--- src/rtl/uart_pkg.sv ---
// Shared UART definitions: state encoding, default baud divisor and frame constants.
package uart_pkg;

  localparam logic [2:0] ST_IDLE   = 3'd0;
  localparam logic [2:0] ST_START  = 3'd1;
  localparam logic [2:0] ST_DATA   = 3'd2;
  localparam logic [2:0] ST_PARITY = 3'd3;
  localparam logic [2:0] ST_STOP   = 3'd4;

  localparam int UART_DEF_CLKS_PER_BIT = 868;
  localparam int DATA_BITS = 8;
  localparam int STOP_BITS = 1;

  typedef enum logic [2:0] {
    S_IDLE   = ST_IDLE,
    S_START  = ST_START,
    S_DATA   = ST_DATA,
    S_PARITY = ST_PARITY,
    S_STOP   = ST_STOP
  } uart_state_e;

  function automatic logic even_parity(input logic [7:0] b);
    return ^b;
  endfunction

endpackage

--- src/rtl/uart_baud_cnt.sv ---
// Bit-period counter: counts 0..CLKS_PER_BIT-1, wraps, and is held at 0 by clear.
module uart_baud_cnt #(
  parameter int CLKS_PER_BIT = 868,
  parameter int CNT_W        = 16
) (
  input  logic             clk,
  input  logic             rst,
  input  logic             clear,
  output logic [CNT_W-1:0] count,
  output logic             bit_end
);

  logic [CNT_W-1:0] count_q, count_d;

  assign bit_end = (count_q == CNT_W'(CLKS_PER_BIT - 1));
  assign count   = count_q;

  always_comb begin
    count_d = count_q + 1'b1;
    if (clear || bit_end) count_d = '0;
  end

  always_ff @(posedge clk) begin
    if (rst) count_q <= '0;
    else     count_q <= count_d;
  end

endmodule

--- src/rtl/uart_tx.sv ---
// 8N1 UART transmitter with a one-byte holding register fed by a FIFO strobe.
// Define UART_TX_PARITY_EN to insert an even-parity bit between data and stop.
import uart_pkg::*;

module uart_tx #(
  parameter int CLKS_PER_BIT = UART_DEF_CLKS_PER_BIT,
  parameter int CNT_W        = 16
) (
  input  logic       clk,
  input  logic       rst,
  input  logic [7:0] data_in,
  input  logic       data_valid,
  output logic       tx,
  output logic       busy,
  output logic       tx_done,
  output logic       overrun
);

  uart_state_e      state_q, state_d;
  logic [7:0]       shift_q, shift_d, hold_q, hold_d, load_byte;
  logic [2:0]       bit_idx_q, bit_idx_d;
  logic             hold_full_q, hold_full_d, overrun_q, overrun_d;
  logic             tx_q, tx_d, busy_q, busy_d, tx_done_q, tx_done_d;
  logic             load_en, stop_end, bit_end;
  logic [CNT_W-1:0] count;
`ifdef UART_TX_PARITY_EN
  logic             parity_q, parity_d;
`endif

  uart_baud_cnt #(.CLKS_PER_BIT(CLKS_PER_BIT), .CNT_W(CNT_W)) u_baud (
    .clk     (clk),
    .rst     (rst),
    .clear   (state_q == S_IDLE),
    .count   (count),
    .bit_end (bit_end)
  );

  assign stop_end = (state_q == S_STOP) && bit_end;

  always_comb begin
    state_d     = state_q;
    shift_d     = shift_q;
    hold_d      = hold_q;
    hold_full_d = hold_full_q;
    overrun_d   = overrun_q;
    bit_idx_d   = bit_idx_q;
    load_en     = 1'b0;
    load_byte   = data_in;
`ifdef UART_TX_PARITY_EN
    parity_d    = parity_q;
`endif
    case (state_q)
      S_IDLE: if (data_valid) begin
        load_en = 1'b1;
        state_d = S_START;
      end
      S_START: if (bit_end) begin
        state_d   = S_DATA;
        bit_idx_d = '0;
      end
      S_DATA: if (bit_end) begin
        shift_d = {1'b0, shift_q[7:1]};
        if (bit_idx_q == 3'(DATA_BITS - 1)) begin
          bit_idx_d = '0;
`ifdef UART_TX_PARITY_EN
          state_d   = S_PARITY;
`else
          state_d   = S_STOP;
`endif
        end else begin
          bit_idx_d = bit_idx_q + 3'd1;
        end
      end
`ifdef UART_TX_PARITY_EN
      S_PARITY: if (bit_end) state_d = S_STOP;
`endif
      S_STOP: if (bit_end) begin
        // A held byte takes priority; a same-cycle strobe then refills the hold.
        if (hold_full_q) begin
          load_en     = 1'b1;
          load_byte   = hold_q;
          hold_full_d = 1'b0;
          state_d     = S_START;
        end else if (data_valid) begin
          load_en = 1'b1;
          state_d = S_START;
        end else begin
          state_d = S_IDLE;
        end
      end
      default: state_d = S_IDLE;
    endcase

    if (load_en) begin
      shift_d = load_byte;
`ifdef UART_TX_PARITY_EN
      parity_d = even_parity(load_byte);
`endif
    end

    if (data_valid && (state_q != S_IDLE)) begin
      if (stop_end) begin
        if (hold_full_q) begin
          hold_d      = data_in;
          hold_full_d = 1'b1;
        end
      end else if (!hold_full_q) begin
        hold_d      = data_in;
        hold_full_d = 1'b1;
      end else begin
        overrun_d = 1'b1;
      end
    end

    // Outputs are registered, so they are decoded from the next state.
    case (state_d)
      S_START: tx_d = 1'b0;
      S_DATA:  tx_d = shift_d[0];
`ifdef UART_TX_PARITY_EN
      S_PARITY: tx_d = parity_d;
`endif
      default: tx_d = 1'b1;
    endcase
    busy_d    = (state_d != S_IDLE) || hold_full_d;
    tx_done_d = (state_q == S_STOP) && (count == CNT_W'(CLKS_PER_BIT - 2));
  end

  always_ff @(posedge clk) begin
    shift_q <= shift_d;
    hold_q  <= hold_d;
`ifdef UART_TX_PARITY_EN
    parity_q <= parity_d;
`endif
    if (rst) begin
      state_q     <= S_IDLE;
      hold_full_q <= 1'b0;
      overrun_q   <= 1'b0;
      bit_idx_q   <= '0;
      tx_q        <= 1'b1;
      busy_q      <= 1'b0;
      tx_done_q   <= 1'b0;
    end else begin
      state_q     <= state_d;
      hold_full_q <= hold_full_d;
      overrun_q   <= overrun_d;
      bit_idx_q   <= bit_idx_d;
      tx_q        <= tx_d;
      busy_q      <= busy_d;
      tx_done_q   <= tx_done_d;
    end
  end

  assign tx      = tx_q;
  assign busy    = busy_q;
  assign tx_done = tx_done_q;
  assign overrun = overrun_q;

endmodule

--- config.mk ---
export PLATFORM = sky130hd
export DESIGN_NAME = uart_tx
export DESIGN_NICKNAME = d
export VERILOG_FILES = /design/src/rtl/uart_pkg.sv /design/src/rtl/uart_baud_cnt.sv /design/src/rtl/uart_tx.sv
export SDC_FILE = /design/constraint.sdc
export NUM_CORES = 1
export LEC_CHECK = 0
export ABC_CLOCK_PERIOD_IN_PS = 4500
export CAP_MARGIN = 5
export CORE_MARGIN = 2
export CORE_UTILIZATION = 35
export DETAILED_ROUTE_END_ITERATION = 8
export DONT_BUFFER_PORTS = 1
export HOLD_SLACK_MARGIN = 0.06
export PLACE_DENSITY_LB_ADDON = 0.2
export SKIP_LAST_GASP = 1
export SLEW_MARGIN = 20
export SYNTH_ARGS = -nofsm -noshare
export SYNTH_HDL_FRONTEND = slang
export SYNTH_SLANG_ARGS = --single-unit
--- constraint.sdc ---
create_clock -name clk -period 4.5 [get_ports clk]
set_clock_uncertainty 0.2 [all_clocks]
set_input_delay 0.675 -clock clk [delete_from_list [all_inputs] [get_ports clk]]
set_output_delay 0.675 -clock clk [all_outputs]
set_load 0.01 [all_outputs]
==> flow_metrics.tcl <==
set metrics [dict create \
    synth_nets 205 \
    num_vias 1348 \
    hp-start "rst" \
    antenna_found_initial 0 \
    ctsLongestPathBuffers 2 \
    drc 0 \
    path_clk_slew_ns 0.08 \
    whs_endpoint "hold_full_q" \
    ys.flop_type "dfxtp_1" \
    p_seq_share_pct 61.8 \
    drt-pass1-iter-count 4 \
    viasPerCell 5.106 \
    nFillCells 550 \
    place_ws_ns 1.549 \
    power.share.combinational_pct 4.8 \
    p_int_uw 541.0 \
    tritoncts "done" \
    final_nets 206 \
    drv_cap 0 \
    synthCells 190 \
    crit_family "simple AND/OR/NAND/NOR gates" \
    dieArea_mm2 0.006318 \
    crit_path_end_kind "flip-flop" \
    die_h_um 79.49 \
    cp.required_ns 4.22 \
    grt_max_degree 17 \
    die_w_um 79.49 \
    ys_ff_latch 43 \
    cpPeakStageDelay_ns 0.77 \
    finalSetupTns_ns 0 \
    critPathKind "reg2reg" \
    swShare_pct 21.58 \
    row_count 27 \
    power.density_mw_per_mm2 323.2 \
    place.gp.congestion 0.8157 \
    power_frac_clock_pct 33.5 \
    root_buffer "clkbuf_8" \
    synthArstFlopShare_pct 0 \
    synth_edf_count 15 \
    whs_ns 0.2448 \
    start_util_pct 36.22 \
    cts_resized 0 \
    antenna_cells 0 \
    drt_iter0_drc 85 \
    setup_viol 0 \
    cp-start-kind "flip-flop" \
    pin_count 15 \
    crit_chain "or4_4, or4_4, o21ai_0" \
    ys_types 40 \
    r2r_start "u_baud.count[2]" \
    antenna_left 0 \
    cp_num_buf_inv 0 \
    synth.avg_cell_area_um2 10.50 \
    ys_seq_area_share_pct 50.69 \
    io_buffers 0 \
    hold_viol_final 0 \
    vdd_ir_drop_max_v 0.0001042 \
    slew_headroom_pct 37.70 \
    drive_gt1_share_pct 11.98 \
    critical-path-slowest-cell "o21ai_0" \
    hp-class "in2reg" \
    postCtsHoldBufs 0 \
    whs_path_depth 1 \
    status "finished, final reports clean" \
    clock_latency_ns 0.29 \
    grt_pass1_vias 1260 \
    finalWirelength_mm 3.683 \
    yosys_warnings 0 \
    final_max_slew_viol_count 0 \
    r2r_cells 3 \
    rsz0062_at_grt "no" \
    wire_per_inst_um 13.95 \
    worstMarginPinSlew_ns 0.9247 \
    crit-reg2reg-capture "shift_q[6]" \
    clkSinkCount 43 \
    h-tree-depth 2 \
    reg2reg_slack_ns 1.59 \
    clock.fmax_ghz 0.3434 \
    grt_usage_pct 12.71 \
    fp.coreArea_mm2 0.005507 \
    hpwl_mm 2.721 \
    setup_ws_ns 1.588 \
    p_leak_uw 0.0007474 \
    critPathArrivalTime_ns 2.64 \
    worstPathMaxFanout 7 \
    post-cts-setup-buffers 0 \
    area_growth_pct 7.026 \
    fin_crit_sh_pct 64.72 \
    cts_buffers 5 \
    grt-ovfl-total 0 \
    period_needed_ns 2.912 \
    grt_pass1_wl_mm 6.113 \
    cp_common_cell "or4_4" \
    switching_power_uw 148.9 \
    netlist_area_mm2 0.001994 \
]
[area by class of cell]
class                           instances  area, um^2  area share (%)
Sequential cell                        43        1011           47.36
Multi-Input combinational cell        136       933.4           43.73
Tap cell                               72       90.09           4.220
Clock buffer                            7       76.32           3.576
Inverter                                5       18.77          0.8792
Clock inverter                          1       5.005          0.2345
[state kept, by name (all words and copies together), names as in the netlist]
name and flops:
tx_done 1, hold_full_q 1, overrun 1, shift_q 8, busy 1, bit_idx_q 3, tx 1, u_baud.count 16
state_q 3, hold_q 8
[logic make-up after synthesis]
group / Yosys count / share of synthesized area, %
compound gates: 24 / 7.653
simple gates: 76 / 20.89
xor+xnor: 13 / 5.709
buf+inv: 11 / 2.509
fa+ha+maj: 4 / 2.510
mux: 19 / 10.04
flops: 43 / 50.69
[worst max path at each step]
stage,depth (start not counted),slack [ns],from,endpoint
after floorplan,4,1.76,u_baud.count[2],shift_q[1]
after global placement,3,1.65,u_baud.count[2],shift_q[1]
after detailed placement,3,1.55,u_baud.count[2],shift_q[4]
after CTS,3,1.55,u_baud.count[2],shift_q[4]
after global routing,3,1.39,u_baud.count[2],shift_q[6]
final,3,1.59,u_baud.count[2],shift_q[6]
[power by group through the flow]
| stage | Clock (uW) | Sequential, uW | Combinational (uW) |
|---|---|---|---|
| 2_1_floorplan | 0 | 430 | 31.4 |
| 3_3_place_gp | 0 | 435 | 32.5 |
| 3_5_place_dp | 0 | 435 | 33.8 |
| 4_1_cts | 238 | 426 | 33.9 |
| 5_1_grt | 259 | 428 | 37.2 |
| 6_report | 231 | 426 | 32.8 |
[per-stage QoR]
stage	std cells	util, %	cell area (um^2)	total power [uW]
2_1_floorplan	190	-	1994	461.8
3_3_place_gp	256	37.29	2053	467.1
3_5_place_dp	256	37.29	2053	469.0
4_1_cts	264	38.76	2135	698.3
5_1_grt	264	38.76	2135	724.0
6_report	264	38.76	2135	689.8
[worst reg2reg max path: cells and delay by family (launching register included)]
family          cells  cell delay (ns)
flops               1             0.35
compound gates      1             0.77
simple gates        2             1.22
[metal layers]
| metal | track usage, % | wire (um) | part of all wire, % |
|---|---|---|---|
| met5 | 0 | 0 | 0 |
| met4 | 6.207 | 75 | 2.0 |
| met3 | 4.072 | 132 | 3.6 |
| met2 | 20.25 | 1760 | 48 |
| met1 | 15.43 | 1715 | 47 |
[cell usage after synthesis, drive strengths merged (3+ instances only)]
cell type  instances  share of area, %
a21oi              5               1.3
clkbuf             4              0.75
dfxtp             28                28
edfxtp            15                23
ha                 4               2.5
inv                5              0.94
mux2               8               4.5
mux2i             11               5.5
nand2             13               2.6
nand3             13               3.5
nor2              25               5.5
nor3               7               1.8
nor4               3               1.7
o21ai             10               2.5
or3                3              0.94
or4                4               1.9
xnor2              7               3.1
xor2               6               2.6
[cell usage in the layout, fill, tap and decap left out, types with 2 or more instances in the layout]
| master | instances |
|---|---|
| or4_4 | 2 |
| and3_1 | 2 |
| a22oi_1 | 2 |
| ha_1 | 4 |
| or3_1 | 3 |
| inv_1 | 5 |
| mux2i_1 | 11 |
| nand3_1 | 12 |
| a21oi_1 | 5 |
| mux2_2 | 8 |
| nor2_1 | 24 |
| or4_1 | 2 |
| nand2_1 | 12 |
| nor4_1 | 2 |
| xor2_1 | 6 |
| clkbuf_8 | 5 |
| dfxtp_1 | 28 |
| xnor2_1 | 7 |
| o21ai_0 | 9 |
| clkbuf_1 | 2 |
| a211oi_1 | 2 |
| nor3_1 | 7 |
| edfxtp_1 | 15 |
Power figures use the tool's default switching activity.
